`config.mk`:
```
export PLATFORM = sky130hd
export DESIGN_NAME = delay_arbiter
export DESIGN_NICKNAME = d
export VERILOG_FILES = /design/src/rtl/delay_pkg.sv /design/src/rtl/delay_arbiter_timer.sv /design/src/rtl/delay_arbiter.sv
export SDC_FILE = /design/constraint.sdc
export NUM_CORES = 1
export LEC_CHECK = 0
export BUFFER_PORTS_ARGS = -buffer_cell sky130_fd_sc_hd__buf_4
export CAP_MARGIN = 20
export CELL_PAD_IN_SITES_DETAIL_PLACEMENT = 1
export CELL_PAD_IN_SITES_GLOBAL_PLACEMENT = 1
export CORE_ASPECT_RATIO = 1.75
export CORE_MARGIN = 3
export CORE_UTILIZATION = 50
export DETAILED_ROUTE_END_ITERATION = 16
export PLACE_DENSITY = 0.83
export SLEW_MARGIN = 20
export SYNTH_ARGS = -nofsm -noshare
export SYNTH_HDL_FRONTEND = slang
export SYNTH_HIERARCHICAL = 1
export SYNTH_SLANG_ARGS = --single-unit
export TNS_END_PERCENT = 30
```
`constraint.sdc`:
```
create_clock -name clk -period 9.6 [get_ports clk]
set_input_delay 1.44 -clock clk [delete_from_list [all_inputs] [get_ports clk]]
set_output_delay 1.44 -clock clk [all_outputs]
set_load 0.05 [all_outputs]
```
`src/rtl/delay_pkg.sv`:
```
// Shared types and helpers for the delay arbiter.
// Holds the FSM state type, default sizing and round-robin picker.
package delay_pkg;

  typedef enum logic [1:0] {
    IDLE = 2'd0,
    RUN  = 2'd1,
    DONE = 2'd2
  } state_e;

  localparam int DELAY_N     = 25000;
  localparam int DELAY_CBITS = 15;
  localparam int MAXREQ      = 8;

  typedef struct packed {
    logic       any;
    logic [2:0] idx;
    logic [7:0] oh;
  } pick_t;

  // First set request at or after ptr, wrapping at nreq.
  function automatic pick_t rr_pick(
    input logic [7:0] req,
    input logic [2:0] ptr,
    input int         nreq
  );
    pick_t p;
    int    j;
    p = '0;
    for (int i = 0; i < MAXREQ; i++) begin
      j = int'(ptr) + i;
      if (j >= nreq) j = j - nreq;
      if (i < nreq && !p.any && req[j[2:0]]) begin
        p.any        = 1'b1;
        p.idx        = j[2:0];
        p.oh[j[2:0]] = 1'b1;
      end
    end
    return p;
  endfunction

endpackage

```
`src/rtl/delay_arbiter_timer.sv`:
```
// Shared delay counter with registered range flags.
// err/flg track the value written on the same edge as cnt.
module delay_timer
  import delay_pkg::*;
#(
  parameter int N     = DELAY_N,
  parameter int CBITS = DELAY_CBITS
) (
  input  logic clk,
  input  logic rst,
  input  logic clr,
  input  logic inc,
  output logic at_n,
  output logic err,
  output logic flg
);

  logic [CBITS-1:0] cnt_q, cnt_d;
  logic             err_q, err_d;
  logic             flg_q, flg_d;

  // Next count and its bound flags.
  always_comb begin
    cnt_d = cnt_q;
    if (clr) begin
      cnt_d = '0;
    end else if (inc) begin
      cnt_d = cnt_q + CBITS'(1);
    end
    err_d = (cnt_d > CBITS'(N));
    flg_d = (cnt_d <= CBITS'(N));
  end

  // Counter and flag registers.
  always_ff @(posedge clk) begin
    if (rst) begin
      cnt_q <= '0;
      err_q <= 1'b0;
      flg_q <= 1'b1;
    end else begin
      cnt_q <= cnt_d;
      err_q <= err_d;
      flg_q <= flg_d;
    end
  end

  assign at_n = (cnt_q == CBITS'(N));
  assign err  = err_q;
  assign flg  = flg_q;

endmodule

```
`src/rtl/delay_arbiter.sv`:
```
// Round-robin owner of one shared delay counter.
// Grants, runs the delay, pulses done to the winner.
module delay_arbiter
  import delay_pkg::*;
#(
  parameter int NREQ  = 4,
  parameter int N     = DELAY_N,
  parameter int CBITS = DELAY_CBITS
) (
  input  logic            clk,
  input  logic            rst,
  input  logic [NREQ-1:0] req,
  output logic [NREQ-1:0] gnt,
  output logic [NREQ-1:0] done,
  output logic            busy,
  output logic            err,
  output logic            flg
);

  state_e          state_q, state_d;
  logic [2:0]      ptr_q, ptr_d;
  logic [2:0]      win_q, win_d;
  logic [NREQ-1:0] gnt_q, gnt_d;
  logic [NREQ-1:0] done_q, done_d;
  logic [7:0]      req_w;
  logic [2:0]      win_nxt;
  pick_t           pick;
  logic            t_clr;
  logic            t_inc;
  logic            at_n;
  logic            own_req;

  // Widen requests to the picker's fixed width.
  always_comb begin
    req_w            = '0;
    req_w[NREQ-1:0]  = req;
  end

  assign pick    = rr_pick(req_w, ptr_q, NREQ);
  assign win_nxt = (win_q == 3'(NREQ-1)) ? 3'd0 : win_q + 3'd1;
  assign own_req = |(req & gnt_q);

  // Next-state, grant and timer control.
  always_comb begin
    state_d = state_q;
    ptr_d   = ptr_q;
    win_d   = win_q;
    gnt_d   = gnt_q;
    done_d  = '0;
    t_clr   = 1'b0;
    t_inc   = 1'b0;
    unique case (state_q)
      IDLE: begin
        if (pick.any) begin
          gnt_d   = NREQ'(pick.oh);
          win_d   = pick.idx;
          t_clr   = 1'b1;
          state_d = RUN;
        end
      end
      RUN: begin
        if (at_n) begin
          t_clr   = 1'b1;
          done_d  = gnt_q;
          state_d = DONE;
        end else if (!own_req) begin
          gnt_d   = '0;
          t_clr   = 1'b1;
          ptr_d   = win_nxt;
          state_d = IDLE;
        end else begin
          t_inc = 1'b1;
        end
      end
      DONE: begin
        gnt_d   = '0;
        ptr_d   = win_nxt;
        state_d = IDLE;
      end
      default: begin
        gnt_d   = '0;
        t_clr   = 1'b1;
        state_d = IDLE;
      end
    endcase
  end

  // Arbiter state registers.
  always_ff @(posedge clk) begin
    if (rst) begin
      state_q <= IDLE;
      ptr_q   <= '0;
      win_q   <= '0;
      gnt_q   <= '0;
      done_q  <= '0;
    end else begin
      state_q <= state_d;
      ptr_q   <= ptr_d;
      win_q   <= win_d;
      gnt_q   <= gnt_d;
      done_q  <= done_d;
    end
  end

  delay_timer #(
    .N     (N),
    .CBITS (CBITS)
  ) u_timer (
    .clk  (clk),
    .rst  (rst),
    .clr  (t_clr),
    .inc  (t_inc),
    .at_n (at_n),
    .err  (err),
    .flg  (flg)
  );

  assign gnt  = gnt_q;
  assign done = done_q;
  assign busy = (state_q != IDLE);

endmodule

```
---- Word-level counts from Yosys, hierarchy flattened ----
Index checks and enable logic that the tools add are counted.
storage, ports and cells
  register bits after elaboration ......... 33
  latch bits .............................. 0
  memory bits (writable) .................. 0
  memory bits (read-only) ................. 0
  word-level logic and storage cells ...... 109
  memories kept ........................... 0
cells by class
  $add $sub $neg .......................... 9
  multiply operators ...................... 0
  div/mod/pow operators ................... 0
  order comparisons ....................... 14
  equality and inequality tests ........... 8
  shift operators ......................... 0
  muxes and demuxes ....................... 45
  bitwise gates (word level) .............. 6
  reductions and logical operators ........ 19
operator list
  kind                                                                                  count
  12-bit two-way mux                                                                    4
  15-bit two-way mux                                                                    2
  8-bit bitwise OR                                                                      3
  3-bit two-way mux                                                                     7
  3-bit by 4-bit < comparator with 1-bit output (second input constant)                 4
  15-bit by 1-bit adder with 15-bit output (second input constant)                      1
  15-bit == test (second input constant)                                                1
  15-bit > comparator (second input constant)                                           1
  15-bit <= comparator (second input constant)                                          1
  1-bit two-way mux                                                                     14
  1-bit binary-select mux with 3-bit select                                             4
  1-bit demux with 3-bit select                                                         4
  3-bit by 1-bit greater-or-equal comparator with 1-bit output (second input constant)  4
  4-bit by 3-bit greater-or-equal comparator with 1-bit output (second input constant)  3
  4-bit two-way mux                                                                     3
  3-bit subtractor (second input constant)                                              4
  3-bit by 2-bit adder with 4-bit output (second input constant)                        2
  4-bit one-hot mux with 2 select lines                                                 1
  1-bit logical AND                                                                     7
  2-bit two-way mux                                                                     3
  2-bit != test (second input constant)                                                 3
  3-bit one-hot mux with 2 select lines                                                 1
  3-bit AND reduction                                                                   2
  3-bit by 1-bit adder with 4-bit output (second input constant)                        1
  16 further kinds                                                                      21

---- Logic depth before layout (Yosys ltp) ----
Gate-level depths: netlist of the first run.
  depth in word-level cells ............... 20
  depth in mapped cells ................... 15
  depth with buffers taken out ............ 12

---- Cells and area by module ----
The synthesis of the first run kept the hierarchy.
modules (own cells, without submodules)
  module         times used  cells each  area each (sq um)  seq. area each (sq um)
  delay_arbiter  1           145         1276.2             320.3
  delay_timer    1           133         1154.9             340.3

---- Least setup slack after synthesis of the first run ----
No wires, ideal clock.
  kind .................................... reg-to-reg
  start point ............................. register ptr_q[0]
  end point ............................... register u_timer.flg_q (netlist: u_timer/flg)
  library setup time ...................... 127 ps
  arrival time ............................ 3806 ps
  data required time ...................... 9473 ps
  slack ................................... 5667 ps
  cell stages (with the launch flop) ...... 16
  period minus slack after synthesis ...... 3933 ps
  path through ............................ dfxtp_1 > buf_4 > clkbuf_1 > inv_1 > ha_1 > buf_6 > mux2i_1 > or3b_4 > a211oi_4 > nor2_2 > or3_1 > nor2b_1 > mux2i_1 > a2111o_1 > a221oi_2 > a21oi_1
on the way
  word-level cells in the longest chain between the ends .. 18
ends and longest elaborated chain
  item                                                                             RTL line                   RTL
  start, declared                                                                  delay_arbiter.sv:21        logic [2:0] ptr_q, ptr_d;
  start signal, assigned                                                           delay_arbiter.sv:98        ptr_q <= ptr_d;
  branches (longest 13 deep; another with 3-bit by 1-bit adder with 4-bit output)  n/a
  12-bit two-way mux (*)                                                           delay_pkg.sv:33            if (i < nreq && !p.any && req[j[2:0]]) begin
  1-bit two-way mux (*)                                                            delay_arbiter.sv:54        if (pick.any) begin
  1-bit one-hot mux with 3 select lines (*)                                        delay_arbiter.sv:52        unique case (state_q)
  via t_clr                                                                        delay_arbiter.sv:28        logic t_clr;
  15-bit two-way mux (*)                                                           delay_arbiter_timer.sv:25  if (clr) begin
  15-bit <= comparator (*)                                                         delay_arbiter_timer.sv:31  flg_d = (cnt_d <= CBITS'(N));
  end signal, assigned                                                             delay_arbiter_timer.sv:43  flg_q <= flg_d;
  end, declared                                                                    delay_arbiter_timer.sv:20  logic flg_q, flg_d;
Mark *: on every way through the listed nets, which the timed path passes. The select of a mux whose other input is x is not followed.
A chain may end at the register's enable or synchronous reset.

---- Final worst setup path of the first run ----
Ends and elaborated chain as after synthesis.

==> results_dict.tcl, run 1 <==
set metrics [dict create \
    status "finished clean" \
    numCtsBuffers 5 \
    yosysSeqAreaShare_pct 27.2 \
    yosys.area_share.adder_pct 7.21 \
    die_w_microns 58.7 \
    syn_inst 278 \
    syn_nets 298 \
    cp_cell_sequence "inv_1 > ha_1 > mux2i_1 > or3b_4 > a211oi_4 > nor2_2 > or3_1 > nor2b_1 > mux2i_1 > a2111o_1 > a221oi_2 > a21oi_1" \
    synth.area.top_cells "dfxtp_1, ha_1, mux2i_1, nor2_1, inv_1" \
    placed_cells 332 \
    cts_tree "built" \
    rsz0062_at_grt "no" \
    ys_warn_count 6 \
    power_density_nw_per_um2 177 \
    syn_area_per_cell_sq_um 8.74 \
    cpLargestDelayFamily "compound AO/OA/AOI/OAI gates" \
    grt_max_degree 24 \
    synth_xor_area_share_pct 3.96 \
    finalSetupViolations 0 \
    root_buffer "clkbuf_8" \
    clkSinkCount 33 \
    dp_hpwl_microns 5210 \
    grt_pass1_vias 2302 \
    period_needed_ps 4560 \
    synth_cell_types 66 \
    grt_util_all_layers_pct 25.1 \
    place.gp.congestion 0.865 \
    drc 0 \
    finalWorstSetupSlack_ps 5040 \
    required_ps 9760 \
    crit_path_end_kind "flop" \
    n_fill_cell 575 \
    max_freq_mhz 219 \
    yosys-top-cells-count "dfxtp_1, nor2_1, inv_1" \
    rows 33 \
    synth.most_common_cell "dfxtp_1" \
    grt_pass1_wl_microns 11100 \
    diodes 0 \
    dp_slack_ps 5030 \
    p_leak_nw 1.04 \
    die_height_microns 98.2 \
    critPathKind "reg -> reg" \
    cp_slowest_cell "dfxtp_1" \
    cp_num_buf_inv 1 \
    arrival_ps 4720 \
    clockBufferDepth 2 \
    synth_edf_count 0 \
    core_sq_um 4710 \
    fin_hold_ws_ps 498 \
    drive_gt1_share_pct 15.4 \
    wl_microns 6610 \
    hold_viol 0 \
    floorplan.initialDensity_pct 51.6 \
    synth_top_area_share_pct 27.2 \
    synth_area_sq_um 2430 \
    vias 2143 \
    final_cell_area_sq_um 2590 \
    insertion_delay_ps 280 \
    port_buffers 16 \
    synthArstFlopShare_pct 0 \
    drv_cap 0 \
    finalSetupTns_ps 0 \
    cpPeakStageDelay_ps 850 \
    tightest_slew_ps 821 \
    dieArea_sq_um 5770 \
    drtAntennaViolNets 0 \
    grt_overflow 0 \
    vias_per_cell 6.34 \
    cts_resized 0 \
    cp_max_fo 23 \
    synth_compound_area_share_pct 19.9 \
    synth_ff_type "dfxtp_1" \
    hp-class "reg -> reg" \
    maxSlewViolCount 0 \
    final_cells 338 \
    cp-start-kind "flop" \
    detail_route.iter0.violations 61 \
    postCtsSetupRepairBufs 0 \
    io_pins 17 \
    yosys.area_share.simple_pct 24.7 \
    ys_seq_elements 33 \
    cts.clk_slew.worst_paths_ps 70 \
    ir_drop_mv 0.113 \
    routedWlPerCell_microns 19.6 \
    dr.pass1.iters 4 \
    period_share_pct 47.5 \
    synth_top_family_by_area "simple AND/OR/NAND/NOR gates" \
    crit_path_frequent_cell "mux2i_1" \
    h-tree-depth 2 \
    clock_skew_ps 5.92 \
    area_growth_pct 6.43 \
    antenna_found_initial 0 \
    place_area_sq_um 2510 \
    slew_headroom_pct 45.2 \
    fin_nets 307 \
    synth.area.mux_share_pct 9.62 \
    yosys.area.top_type "dfxtp_1" \
    ctsHoldBuffers 0 \
]
## worst paths after layout
check | from | endpoint | slack (ps) | cells after the start
worst min register to register | win_q[2] | win_q[2] | 500 | 2
worst max register to register | ptr_q[0] | u_timer/flg | 5040 | 12
worst min-delay path | win_q[2] | win_q[2] | 500 | 2
worst max-delay path | ptr_q[0] | u_timer/flg | 5040 | 12
## kinds of logic (layout without fill, tap and decap cells)
| logic type | count (synthesis) | count (layout) |
|---|---|---|
| flops | 33 | 33 |
| buf+inv | 35 | 43 |
| fa+ha+maj | 14 | 14 |
| simple gates | 100 | 100 |
| mux | 20 | 20 |
| compound gates | 65 | 65 |
| xor+xnor | 11 | 11 |
## state kept, by name, summed over array words and instances (netlist names)
name           flops
state_q            2
done               4
u_timer/flg        1
u_timer/cnt_q     15
ptr_q              3
gnt                4
u_timer/err        1
win_q              3
## per-layer routing
| metal | vias up | share of wire, % | track usage, % | routed length (microns) |
|---|---|---|---|---|
| met5 | - | 0 | 0 | 0 |
| met4 | 0 | 5.7 | 16.2 | 375 |
| met3 | 26 | 1.6 | 2.38 | 109 |
| met2 | 40 | 57 | 46.4 | 3740 |
| met1 | 1047 | 36 | 25.1 | 2380 |
| li1 | 1030 | - | - | - |
## per-stage QoR
stage / total power, mW / utilization [%]
after global placement: 0.360 / 53.4
after floorplan: 0.319 / -
after CTS: 0.462 / 55.0
final: 0.459 / 55.0
after global routing: 0.487 / 55.0
after detailed placement: 0.365 / 53.4
## final cells by class
class	instances	area, sq um	share of cell area, %
multi-input cells	210	1590	61.4
flip-flops and latches	33	661	25.5
repair buffers	16	120	4.64
inverters	21	78.8	3.05
clock buffers	5	68.8	2.66
well taps	52	65.1	2.51
clock inverters	1	5.00	0.193
## worst register-to-register path: stages (launching register included)
cell and delay [ps]:
dfxtp_1 850, inv_1 310, ha_1 580, mux2i_1 350, or3b_4 450, a211oi_4 380
nor2_2 80, or3_1 440, nor2b_1 140, mux2i_1 120, a2111o_1 410, a221oi_2 230
a21oi_1 110
## layout by cell type (no fill, tap or decap), types with 4 or more instances in the layout
cell type and n:
buf_4 16, o21ai_0 8, and3_1 6, and2_1 7
or3_1 7, nand3_1 5, inv_1 21, mux2i_1 14
clkbuf_8 5, xnor2_1 4, a21oi_1 15, dfxtp_1 33
xor2_1 7, nand2_1 13, nor2_1 23, ha_1 14
nor3_1 10, nand4_1 4
## where the power goes
| group | total (mW) | internal (mW) | switching (mW) |
|---|---|---|---|
| clock | 0.0962 | 0.0476 | 0.0486 |
| sequential | 0.167 | 0.147 | 0.0196 |
| combinational | 0.196 | 0.0756 | 0.120 |
| total | 0.459 | 0.270 | 0.188 |
(Power assumes the default switching activity.)
==> run 2: changes to the inputs <==
--- a/config.mk
+++ b/config.mk
@@ -5,15 +5,16 @@
 export SDC_FILE = /design/constraint.sdc
 export NUM_CORES = 1
 export LEC_CHECK = 0
+export ABC_AREA = 1
 export BUFFER_PORTS_ARGS = -buffer_cell sky130_fd_sc_hd__buf_4
 export CAP_MARGIN = 20
 export CELL_PAD_IN_SITES_DETAIL_PLACEMENT = 1
 export CELL_PAD_IN_SITES_GLOBAL_PLACEMENT = 1
 export CORE_ASPECT_RATIO = 1.75
 export CORE_MARGIN = 3
-export CORE_UTILIZATION = 50
+export CORE_UTILIZATION = 43
 export DETAILED_ROUTE_END_ITERATION = 16
-export PLACE_DENSITY = 0.83
+export PLACE_DENSITY = 0.77
 export SLEW_MARGIN = 20
 export SYNTH_ARGS = -nofsm -noshare
 export SYNTH_HDL_FRONTEND = slang
==> constraint.sdc (replaced) <==
create_clock -name clk -period 4.5 [get_ports clk]
set_input_delay 0.675 -clock clk [delete_from_list [all_inputs] [get_ports clk]]
set_output_delay 0.675 -clock clk [all_outputs]
set_load 0.05 [all_outputs]
==> results_dict.tcl, run 2 <==
set metrics [dict create \
    largest_register "u_timer/cnt_q" \
    h-tree-depth 2 \
    grt_pass1_wl_microns 11400 \
    vias 2253 \
    period_needed_ps 3330 \
    rows 35 \
    synthArstFlopShare_pct 0 \
    seqPwrFrac_pct 24.9 \
    ff_latch_area_sq_um 661 \
    insertion_delay_ps 290 \
    synth_top_area_share_pct 28.0 \
    place_area_sq_um 2530 \
    synth_xor_area_share_pct 0.371 \
    final_cells 439 \
    final_cell_mix "nand2_1, inv_1, nor2_1, dfxtp_1, nand3_1" \
    switching_power_mw 0.763 \
    ctsHoldBuffers 0 \
    cp-start-kind "flop" \
    dp_slack_ps 1210 \
    dp_hpwl_microns 5840 \
    syn_area_per_cell_sq_um 6.82 \
    cp_cell_sequence "inv_6 > ha_1 > inv_1 > nand3_1 > nand3_4 > nand3_4 > o21ai_2 > inv_2 > nor2_1 > nand2_1 > inv_1 > nand3_1 > nor2_1 > nand2_1 > nor2_1 > nand3_1 > nand2_1 > nor2_2" \
    diodes 0 \
    grt_overflow 0 \
    cts_tree "built" \
    numCtsBuffers 5 \
    grt_max_degree 21 \
    synth_edf_count 0 \
    io_pins 17 \
    area_growth_pct 12.7 \
    synth.most_common_cell "nand2_1" \
    slew_headroom_pct 64.1 \
    clock_skew_ps 5.59 \
    detail_route.iter0.violations 82 \
    internal_power_mw 0.799 \
    layout_commonest_cell "nand2_1" \
    die_height_microns 104 \
    dr.pass1.iters 4 \
    final_cell_area_sq_um 2660 \
    finalWorstSetupSlack_ps 1170 \
    n_fill_cell 729 \
    arrival_ps 3530 \
    drive_gt1_share_pct 19.2 \
    synth.area.mux_share_pct 0 \
    syn_inst 346 \
    yosys.area_share.simple_pct 45.2 \
    post-route-util_pct 50.2 \
    comb_power_share_pct 53.4 \
    required_ps 4700 \
    cts.clk_slew.worst_paths_ps 70 \
    fin_hold_ws_ps 475 \
    hp-class "reg -> reg" \
    power_density_nw_per_um2 587 \
    clkPwrFrac_pct 21.7 \
    drv_cap 0 \
    max_freq_mhz 300 \
    antenna_found_initial 0 \
    grt_pass1_vias 2516 \
    grt_util_all_layers_pct 23.9 \
    p_leak_nw 1.20 \
    cp_max_fo 15 \
    dieArea_sq_um 6450 \
    rsz0062_at_grt "no" \
    core_sq_um 5300 \
    clockBufferDepth 2 \
    die_w_microns 62.0 \
    multi_input_area_sq_um 1450 \
    wl_microns 6950 \
    drc 0 \
    placed_cells 431 \
    clkSinkCount 33 \
    yosys.area.top_type "dfxtp_1" \
    tightest_slew_ps 534 \
    ir_drop_mv 0.443 \
    floorplan.initialDensity_pct 44.6 \
    routedWlPerCell_microns 15.8 \
    synth_cell_types 36 \
    crit_path_end_kind "flop" \
    synth.area.top_cells "dfxtp_1, nand2_1, ha_1, inv_1, nand3_1" \
    critPathKind "reg -> reg" \
    root_buffer "clkbuf_8" \
    cpPeakStageDelay_ps 640 \
    maxSlewViolCount 0 \
    period_share_pct 74.1 \
    synth_top_family_by_area "simple AND/OR/NAND/NOR gates" \
    status "finished clean" \
    totalPowerFinal_mw 1.56 \
    port_buffers 16 \
    vias_per_cell 5.13 \
    cts_resized 0 \
    largest_reg_flops 15 \
    cp_slowest_cell "dfxtp_1" \
    hold_viol 0 \
    finalSetupViolations 0 \
    place.gp.congestion 0.861 \
    yosysSeqAreaShare_pct 28.0 \
    synth_area_sq_um 2360 \
    yosys.area_share.adder_pct 7.42 \
    ys_seq_elements 33 \
    finalSetupTns_ps 0 \
    syn_nets 366 \
    switching_share_pct 48.9 \
    yosys-top-cells-count "nand2_1, inv_1, nor2_1" \
    postCtsSetupRepairBufs 0 \
    drtAntennaViolNets 0 \
    synth_ff_type "dfxtp_1" \
    ys_warn_count 6 \
    fin_nets 384 \
    synth_compound_area_share_pct 8.37 \
]
==> run 2: changes by cell type in the layout (fill, tap and decap cells not counted), sizes merged, moves of 6 or more <==
cell	delta
and2	-6
and3	-6
inv	+30
mux2i	-14
nand2	+84
nand3	+36
nor2	+27
nor3	-7
or3	-7
xor2	-6
==> run 2: cell families (layout without fill, tap and decap cells) <==
logic type | after synthesis | count (layout)
AO/OA/AOI/OAI | 31 | 31
XOR/XNOR | 1 | 1
adder cells (fa/ha/maj) | 14 | 14
buffers and inverters | 57 | 76
flip-flops | 33 | 33
AND/OR/NAND/NOR | 210 | 210
==> run 2: layer usage <==
layer  up-vias  part of all wire, %  GRT usage (%)
met2        36                   62           47.9
met4         0                  6.5           14.6
met1      1059                   30           18.9
met3        24                  1.8           2.86
li1       1134                    -              -
met5         -                    0              0
==> run 2: cell type report <==
class,instances,area share [%]
multi-input cells,256,54.4
flip-flops and latches,33,24.8
inverters,52,7.71
repair buffers,16,4.51
well taps,74,3.48
clock buffers,5,2.59
clock inverters,3,2.44
==> run 2: final timing paths <==
path	from	slack (ps)	depth (start not counted)	end
max reg2reg	ptr_q[0]	1170	18	u_timer/err
min	gnt[3]	480	2	done[3]
min reg2reg	gnt[3]	480	2	done[3]
max	ptr_q[0]	1170	18	u_timer/err
==> run 2: critical path: cells and delay by family, from the launching register on <==
family,cells,cell delay [ps]
AOI/OAI and AO/OA,1,160
adders and majority gates,1,420
buffers and inverters,4,730
DFF,1,640
and+or+nand+nor,12,1290
==> run 2: power groups by stage <==
| stage | Sequential [mW] | Combinational (mW) | Clock, mW |
|---|---|---|---|
| final | 0.388 | 0.834 | 0.340 |
| after global placement | 0.393 | 0.822 | 0 |
| after floorplan | 0.415 | 0.638 | 0 |
| after CTS | 0.389 | 0.844 | 0.346 |
| after global routing | 0.396 | 0.927 | 0.357 |
| after detailed placement | 0.396 | 0.841 | 0 |
